$ cat src/rtl/axis_elastic_buffer.sv
// -----------------------------------------------------------------------------
// axis_elastic_buffer
//
// Ring-buffer elastic stage for a valid/ready stream. Decouples upstream and
// downstream handshakes with DEPTH entries of storage. With OUT_REG=1 the
// output is always driven from storage (no combinational path from the input
// side to o_valid/o_data). With OUT_REG=0 an empty buffer lets a beat fall
// straight through in the same cycle; it is stored only if downstream stalls.
//
// Parameters
//   DW       payload width in bits (>=1)
//   DEPTH    number of storage entries (power of two, >=2)
//   OUT_REG  1 = registered output, 0 = fall-through when empty
//
// Ports
//   i_clk    clock, all state updates on the rising edge
//   i_reset  synchronous, active-low reset
//   i_flush  synchronous discard of all stored beats
//   i_valid  upstream beat valid        o_ready  buffer can accept a beat
//   i_data   upstream payload
//   o_valid  downstream beat valid      i_ready  downstream accepts beat
//   o_data   downstream payload
//   o_count  number of stored beats
// -----------------------------------------------------------------------------
module axis_elastic_buffer #(
  parameter int DW      = 8,
  parameter int DEPTH   = 2,
  parameter int OUT_REG = 1
) (
  input  logic                       i_clk,
  input  logic                       i_reset,
  input  logic                       i_flush,
  input  logic                       i_valid,
  output logic                       o_ready,
  input  logic [DW-1:0]              i_data,
  output logic                       o_valid,
  input  logic                       i_ready,
  output logic [DW-1:0]              o_data,
  output logic [$clog2(DEPTH+1)-1:0] o_count
);

  localparam int AW = $clog2(DEPTH);
  localparam int CW = $clog2(DEPTH + 1);
  localparam logic [CW-1:0] FULL_COUNT = CW'(DEPTH);
  localparam logic [AW-1:0] LAST_PTR   = AW'(DEPTH - 1);

  logic [DW-1:0] mem [DEPTH];
  logic [AW-1:0] wr_ptr;
  logic [AW-1:0] rd_ptr;
  logic [CW-1:0] count;

  logic active;   // out of reset and not flushing
  logic empty;
  logic ft_mode;  // fall-through path selected this cycle
  logic push;
  logic pop;

  // ---------------------------------------------------------------------------
  // Handshake and datapath selection
  // ---------------------------------------------------------------------------
  // NOTE: every signal written here gets a value on every path through the
  // block, so no latch can be inferred.
  always_comb begin
    active  = i_reset && !i_flush;
    empty   = (count == '0);
    ft_mode = (OUT_REG == 0) && empty;

    // Depends only on stored state, reset and flush: a full buffer refuses a
    // beat even in a cycle where it is also popping.
    o_ready = (count < FULL_COUNT) && active;

    if (!active) begin
      o_valid = 1'b0;
    end else if (!empty) begin
      o_valid = 1'b1;
    end else if (OUT_REG == 0) begin
      o_valid = i_valid;
    end else begin
      o_valid = 1'b0;
    end

    o_data = ft_mode ? i_data : mem[rd_ptr];

    // A fall-through beat taken by downstream never touches storage.
    push = i_valid && o_ready && !(ft_mode && i_ready);
    pop  = o_valid && i_ready && !empty;
  end

  assign o_count = count;

  // ---------------------------------------------------------------------------
  // Pointers and occupancy
  // ---------------------------------------------------------------------------
  // NOTE: state registers use non-blocking assignments so every register
  // samples pre-edge values regardless of block ordering.
  always_ff @(posedge i_clk) begin
    if (!i_reset || i_flush) begin
      wr_ptr <= '0;
      rd_ptr <= '0;
      count  <= '0;
    end else begin
      if (push) begin
        wr_ptr <= (wr_ptr == LAST_PTR) ? '0 : wr_ptr + 1'b1;
      end
      if (pop) begin
        rd_ptr <= (rd_ptr == LAST_PTR) ? '0 : rd_ptr + 1'b1;
      end
      case ({push, pop})
        2'b10:   count <= count + 1'b1;
        2'b01:   count <= count - 1'b1;
        default: count <= count;
      endcase
    end
  end

  // ---------------------------------------------------------------------------
  // Storage
  // ---------------------------------------------------------------------------
  // NOTE: the storage array is deliberately left out of reset; entries are
  // only ever read after being written, and o_data is don't-care while
  // o_valid is low.
  always_ff @(posedge i_clk) begin
    if (push) begin
      mem[wr_ptr] <= i_data;
    end
  end

endmodule

$ cat config.mk
export PLATFORM = sky130hd
export DESIGN_NAME = axis_elastic_buffer
export DESIGN_NICKNAME = d
export VERILOG_FILES = /design/src/rtl/axis_elastic_buffer.sv
export SDC_FILE = /design/constraint.sdc
export NUM_CORES = 1
export LEC_CHECK = 0
export CAP_MARGIN = 20
export CORE_MARGIN = 3
export CORE_UTILIZATION = 35
export CTS_CLUSTER_DIAMETER = 80
export DETAILED_ROUTE_END_ITERATION = 7
export MAX_ROUTING_LAYER = met4
export PLACE_DENSITY = 0.75
export SLEW_MARGIN = 20
export SYNTH_ARGS = -nofsm -noshare
export SYNTH_HDL_FRONTEND = slang
export SYNTH_SLANG_ARGS = --single-unit
export TNS_END_PERCENT = 1
$ cat constraint.sdc
create_clock -name i_clk -period 1.7 [get_ports i_clk]
set_clock_uncertainty 0.2 [all_clocks]
set_input_delay 0.425 -clock i_clk [delete_from_list [all_inputs] [get_ports i_clk]]
set_output_delay 0.425 -clock i_clk [all_outputs]
set_load 0.03 [all_outputs]
; ---- Word level (Yosys, flattened, before mapping)
; Memories as Yosys holds them, arrays and structs flattened. A register that Yosys moved wholly into a read port is not among the register bits.
; Cells that the tools add are included.
[word_totals]
register_bits = 4
input_bits = 13
ram_bits = 16
out_inout_bits = 12
word_cells = 31
n_memories = 1
[op_classes]
reduce_logical = 11
n_eq_ne = 2
muxes = 9
n_addsub = 4
order_cmp = 1
[memory_table]
columns = name, depth, width, read_ports, rd_clocked_by_memory_dff, write_ports, line
row1 = mem, 2, 8, 1, 1, 1, 47  ; logic [DW-1:0] mem [DEPTH];
[ops]
columns = op, count
row1 = $mux W1, 8
row2 = $logic_and A1 B1 Y1, 5
row3 = $pmux W2 S2, 1
row4 = $logic_not A1 Y1, 3
row5 = $add A1 B1 Y1 const B, 2
row6 = $add A2 B1 Y2 const B, 1
row7 = $eq A2 B1 Y1 const B, 1
row8 = $eq A2 B2 Y1 const B, 1
row9 = $logic_not A2 Y1, 1
row10 = $lt A2 B2 Y1 const B, 1
row11 = $reduce_bool A2 Y1, 1
row12 = $sub A2 B1 Y2 const B, 1
row13 = $logic_or A1 B1 Y1, 1

; ---- Longest topological paths before layout
; Gate-level depths: netlist of run 1.
[logic_depth]
ltp_word = 7
depth_mapped = 7
mapped_depth_nobuf = 7

; ---- Least setup slack after synthesis of run 1
; OpenSTA, ideal clock, no wires.
[synth_timing]
path_type = register to register
from = reg count[0] (netlist: o_count[0])
to = reg count[1] (netlist: o_count[1])
n_path_buf = 0
t_arrival_ns = 2.035
path_stages_with_launch = 7
path_slack_ns = -0.606
t_required_ns = 1.430
setup_ns = 0.070
period_less_slack_ns = 2.306
path_cell_list = dfxtp_1 > nor2_1 > nor2_1 > and2_1 > ha_1 > or3_1 > a21oi_1
[synth_between]
elab_chain_cells = 7
[synth_lines]
columns = item, line
row1 = "start, declared", 50  ; logic [CW-1:0] count;
row2 = "start signal, assigned", 109  ; 2'b10: count <= count + 1'b1;
row3 = "start signal, assigned", 110  ; 2'b01: count <= count - 1'b1;
row4 = "start signal, assigned", 111  ; default: count <= count;
row5 = $logic_not A2 Y1 (*), 65  ; empty = (count == '0);
row6 = $mux W1 (*), 74  ; end else if (!empty) begin
row7 = $mux W1 (*), 72  ; if (!active) begin
row8 = named net o_valid, 36  ; output logic o_valid,
row9 = $logic_and A1 B1 Y1 (*) (2 in series), 86  ; pop = o_valid && i_ready && !empty;
row10 = named net pop, 56  ; logic pop;
row11 = $eq A2 B1 Y1 / $eq A2 B2 Y1 (equally long branches), 108  ; case ({push, pop})
row12 = $pmux W2 S2 / $reduce_bool A2 Y1 (equally long branches), n/a
; The timed path passes the listed nets; every way through them passes the cells marked *.
; A chain may end at the register's enable or synchronous reset.

==> impl_metrics.ini, run 1 <==
[worst_setup_path]
endpoint_kind = primary output
critPathMaxFanout = 8
r2r-end = o_count[1]$_SDFFE_PP0P_
regToRegSetupSlack_ps = 20
r2r_start = o_count[1]$_SDFFE_PP0P_
required_ps = 1070
worst-setup-path-type = reg -> out
critPathArrivalTime_ps = 1220
reg2regPathDepth = 6
crit_path_start_kind = flip-flop

[timing]
final-max-slew-violation-count = 0
rsz0062_at_grt = yes
finalCritPeriodShare_pct = 109
setup_violations = 11
fmax_ghz = 0.542
layout_setup_ws_ps = -146
finalHoldViolCount = 0
worstMarginPinSlew_ps = 296
max_slew_margin_pct = 80.3
layout_min_cycle_time_ps = 1850

[drt]
first_pass_iters = 3
routed_wl_mm = 1.45
postRouteAntennaNets = 0
vias_per_cell = 4.66
vias = 540
first_iter_violations = 6
drc_errors = 0
avgRoutedWirePerCell_um = 12.5

[die]
ioPinCount = 25
fp.dieArea_um2 = 2930
die_y_um = 54.1
start_util_pct = 38.9
coreArea_um2 = 2080
std_cell_rows = 16
die_w_um = 54.1

[yosys]
synth.top_cell.area_share_pct = 59.4
syn_area_um2 = 810
seq_area_frac_synth_pct = 71.7
yosys.area.top_type = edfxtp_1
yosys_warnings = 0
synthFlopType = edfxtp_1
ys_types = 16
synth_common_cells = edfxtp_1 (16), mux2_2 (8), nor2_1 (8), dfxtp_1 (5)
synthMostInstantiatedCell = edfxtp_1
synth_nets = 67
synth_edf_count = 16
syn_inst = 53
synth-seq-cells = 21
synthArstFlopShare_pct = 0
ys_top_cells_by_area = edfxtp_1 (59%), dfxtp_1 (12%), mux2_2 (11%)
avgSynthCellArea_um2 = 15.3

[flow_run]
maxCapViolCount = 0

[cts]
htreeDepth = 1
clockBufferDepth = 2
cts-root-buf = clkbuf_4
cts_tree = done
cts_sinks = 21
clk_pin_slew_worst_paths_ps = 100
cts_hold_buffers = 0
numCtsBuffers = 3
clk_latency_ps = 290

[place]
io_buffers = 24
place_ws_ps = -621
gp_congestion = 0.684
dpl.hpwl_mm = 1.01
dpl.cell_count = 112

[power_and_ir_drop]
p_int_uw = 717
p_per_area_nw_per_um2 = 682
clockPowerShare_pct = 24.5
peakVddDrop_v = 0.000335
p_leak_uw = 0.000503
switchingPower_uw = 181
swShare_pct = 20.2
pwr-share-seq_pct = 62.9
combPwrFrac_pct = 12.7

[global_routing]
grt_pass1_wl_mm = 2.24
antenna_found_initial = 0
grt_pass1_vias = 525
grt_max_degree = 12
track_usage_pct = 11.5
overflow = 0

[cells_and_area]
syn_to_final_growth_pct = 62.6
drive_gt1_share_pct = 50.6
num-nets-final = 104
fillers = 170
antenna_cells = 0
stdcell_count = 116

[worst_hold_path]
min_path_type = reg -> reg
min-delay-start = rd_ptr$_SDFFE_PP0P_
hold_depth = 2
min_delay_worst_endpoint = rd_ptr$_SDFFE_PP0P_

[status]
outcome = complete, but fails checks
violations = negative setup slack
sequential cells by signal, indices dropped and copies added, names as in the netlist, named ones only:
register and cells:
mem 16, o_count 2, rd_ptr 1, wr_ptr 1
power groups by stage:
stage | Clock (uW) | Combinational [uW] | Sequential, uW
global route | 257 | 122 | 565
global placement | 0 | 101 | 576
CTS | 231 | 109 | 565
floorplan | 0 | 41.0 | 577
finish | 219 | 114 | 564
detailed placement | 0 | 103 | 576
layer usage:
metal	track usage, %	part of all wire (%)	wire, um	vias up
met2	19.4	50	729	19
met4	6.22	0	0	0
met1	11.3	42	606	259
met3	4.43	7.9	115	0
met5	-	0	0	-
li1	-	-	-	262
timing repair:
item,CTS,global route
buffers inserted,0,0
setup endpoints to repair,22,22
resized for setup,71,16
pin swaps,1,4
hold endpoints to repair,0,0
placed cells by master, fill, tap and decap left out, drive strengths merged:
cell type      synthesis  layout
and3                   1       1
a21oi                  1       1
edfxtp                16      16
ha                     1       1
dlymetal6s2s           0       1
and2                   1       1
nor2                   8       8
dlygate4sd2            0       2
dfxtp                  5       5
clkdlybuf4s15          0       2
xor2                   2       2
buf                    1      19
o21ai                  2       2
xnor2                  2       2
nand2b                 1       1
or3                    1       1
nand2                  1       1
clkdlybuf4s50          0       9
mux2                   8       8
nor2b                  2       2
clkbuf                 0       4
worst max path at each step:
stage                    from                       to  slack, ps
finish              flip-flop                o_data[5]       -150
global route        flip-flop                o_data[5]       -200
CTS                 flip-flop                o_data[5]       -180
detailed placement    i_reset  o_count[1]$_SDFFE_PP0P_       -620
global placement      i_reset  o_count[1]$_SDFFE_PP0P_       -550
floorplan             i_flush  o_count[1]$_SDFFE_PP0P_       -200
metrics by stage:
| step | util (%) | total power (uW) | area, um^2 | hold WS, ps | setup TNS, ps |
|---|---|---|---|---|---|
| 5_1_grt | 63.2 | 945 | 1320 | 383 | -1860 |
| 3_5_place_dp | 57.6 | 680 | 1200 | 308 | -10240 |
| 6_report | 63.2 | 897 | 1320 | 340 | -1300 |
| 4_1_cts | 60.6 | 905 | 1260 | 341 | -1730 |
| 3_3_place_gp | 57.6 | 677 | 1200 | 284 | -9680 |
| 2_1_floorplan | - | 618 | 842 | 272 | -269 |
final cells by class:
cell class                      count  area, um^2  area share (%)
Timing Repair Buffer               33         354            26.9
Tap cell                           27        33.8            2.57
Sequential cell                    21         587            44.6
Multi-Input combinational cell     31         315            24.0
Clock buffer                        4        26.3            2.00
cell families after synthesis:
group                    count (synthesis)  share of synthesized area, %
XOR/XNOR                                 4                          4.33
multiplexers                             8                          11.1
AND/OR/NAND/NOR                         15                          8.81
AO/OA/AOI/OAI                            3                          1.85
buffers and inverters                    1                         0.618
adder cells (fa/ha/maj)                  1                          1.55
flip-flops                              21                          71.7
worst max-delay path: stages, from the launching register on:
cell and delay [ps]:
dfxtp_2 350, buf_12 130, mux2_4 310, buf_6 140
Note: power is estimated with default switching activity, not from simulation.
==> run 2, diff against run 1 <==
--- a/config.mk
+++ b/config.mk
@@ -6,7 +6,6 @@
 export NUM_CORES = 1
 export LEC_CHECK = 0
 export CAP_MARGIN = 20
-export CORE_MARGIN = 3
 export CORE_UTILIZATION = 35
 export CTS_CLUSTER_DIAMETER = 80
 export DETAILED_ROUTE_END_ITERATION = 7
@@ -16,4 +15,3 @@
 export SYNTH_ARGS = -nofsm -noshare
 export SYNTH_HDL_FRONTEND = slang
 export SYNTH_SLANG_ARGS = --single-unit
-export TNS_END_PERCENT = 1
==> run 2 against run 1 <==
Against the previous run: flip-flop and latch count is the same; via count grew 0.19%; critical path depth is the same; design area grew 1.9%; die area shrank 14%; the flow still finishes with violations (negative setup slack); combinational power is essentially flat; hold slack lost 3.3 ps; largest cell class unchanged; core utilization shrank 2.0 points; first-iteration DRC count grew 120%.
==> impl_metrics.ini, run 2 (same netlist as run 1, synthesis figures left out) <==
[die]
start_util_pct = 37.0
std_cell_rows = 17
coreArea_um2 = 2190
die_y_um = 50.1
die_w_um = 50.1
ioPinCount = 25
fp.dieArea_um2 = 2510

[worst_hold_path]
min-delay-start = rd_ptr$_SDFFE_PP0P_
min_path_type = reg -> reg
hold_depth = 2

[timing]
layout_setup_ws_ps = -145
rsz0062_at_grt = yes
max_slew_margin_pct = 82.8
finalCritPeriodShare_pct = 109
final-max-slew-violation-count = 0
hold_slack_ps = 337
worstMarginPinSlew_ps = 256
setup_violations = 8
finalHoldViolCount = 0
fmax_ghz = 0.542
tns_ps = -1100
layout_min_cycle_time_ps = 1840

[global_routing]
grt_max_degree = 13
grt.busiest_layer = met2
grt_use_met1_pct = 15.5
antenna_found_initial = 0
grtUsageMet2_pct = 24.9
use_met3_pct = 2.78
track_usage_pct = 14.4
grt_pass1_vias = 570
grt_pass1_wl_mm = 2.53
overflow = 0

[drt]
vias = 541
first_pass_iters = 4
vias_per_cell = 4.51
postRouteAntennaNets = 0
first_iter_violations = 13
drc_errors = 0
avgRoutedWirePerCell_um = 12.8
routed_wl_mm = 1.53

[worst_setup_path]
r2r-end = o_count[1]$_SDFFE_PP0P_
worst-setup-path-type = reg -> out
reg2regPathDepth = 7
cp_common_cell = buf_6
critPathMaxFanout = 4
crit_path_start_kind = flip-flop
required_ps = 1070
critPathArrivalTime_ps = 1220
endpoint_kind = primary output
r2r_start = o_count[1]$_SDFFE_PP0P_
regToRegSetupSlack_ps = 10
cp_cell_sequence = buf_6 > mux2_4 > buf_6
max_stage_delay_ps = 360
crit_path_top_delay_cell = dfxtp_2

[place]
place_ws_ps = -619
io_buffers = 24
dpl_cell_area_um2 = 1190
gp_congestion = 0.658
dpl.hpwl_mm = 1.08
dpl.cell_count = 114

[cells_and_area]
ff_latch_area_um2 = 589
final_common_cell = edfxtp_1
most-common-layout-cells = edfxtp_1 (16), buf_6 (14), mux2_4 (8), clkdlybuf4s50_1 (8), buf_4 (6)
multiInputGateArea_um2 = 317
fillers = 173
syn_to_final_growth_pct = 65.7
antenna_cells = 0
largest_register_ffs = 16
drive_gt1_share_pct = 54.3
stdcell_count = 120
num-nets-final = 107
largest_register = mem
design_area_um2 = 1340

[cts]
clk_latency_ps = 290
cts_tree = done
htreeDepth = 1
cts_sinks = 21
clk_pin_slew_worst_paths_ps = 110
numCtsBuffers = 3
clockBufferDepth = 2
cts-root-buf = clkbuf_4

[status]
outcome = complete, but fails checks
violations = negative setup slack

[power_and_ir_drop]
p_leak_uw = 0.000516
peakVddDrop_v = 0.000335
p_per_area_nw_per_um2 = 672

[flow_run]
maxCapViolCount = 0
==> run 2: worst max path at each step <==
stage	slack (ps)	endpoint	startpoint	cells after the start
6_report	-140	o_data[3]	flip-flop	3
5_1_grt	-190	o_data[4]	flip-flop	3
4_1_cts	-190	o_data[4]	flip-flop	3
3_5_place_dp	-620	o_count[1]$_SDFFE_PP0P_	i_reset	7
3_3_place_gp	-550	o_count[1]$_SDFFE_PP0P_	i_reset	7
2_1_floorplan	-200	o_count[1]$_SDFFE_PP0P_	i_flush	7
==> run 2: critical path: cells and delay by family, from the launching register on <==
family | cells | cell delay (ps)
buffers and inverters | 2 | 260
DFF | 1 | 360
muxes | 1 | 310
==> run 2: report_power, final <==
| part | switching, uW | internal [uW] | total (uW) | leakage [uW] |
|---|---|---|---|---|
| logic | 48.6 | 65.9 | 114 | 0.000310 |
| clock network | 137 | 87.5 | 224 | 0.0000177 |
| registers | 4.14 | 559 | 563 | 0.000188 |
==> run 2: what timing repair did <==
| action | in CTS | in global routing |
|---|---|---|
| setup endpoints to repair | 22 | 11 |
| gates resized for setup | 93 | 4 |
| buffers inserted | 2 | 0 |
| pin swaps | 6 | 1 |
| hold buffers | 0 | 0 |
==> run 2: cell type report <==
class / count / area share [%]
well taps: 28 / 2.61
repair buffers: 36 / 27.8
clock inverters: 1 / 0.373
flip-flops and latches: 21 / 43.9
multi-input cells: 31 / 23.6
clock buffers: 3 / 1.68
==> run 2: per-stage QoR <==
step,total power [uW],utilization (%)
2_1_floorplan,618,-
4_1_cts,914,61.1
3_5_place_dp,680,54.5
5_1_grt,933,61.2
3_3_place_gp,676,54.5
6_report,902,61.2
==> run 2: routing by layer <==
layer	share of wire, %	wire length, um
met5	0	0
met1	40	614
met4	0	0
met3	5.9	90
met2	54	826
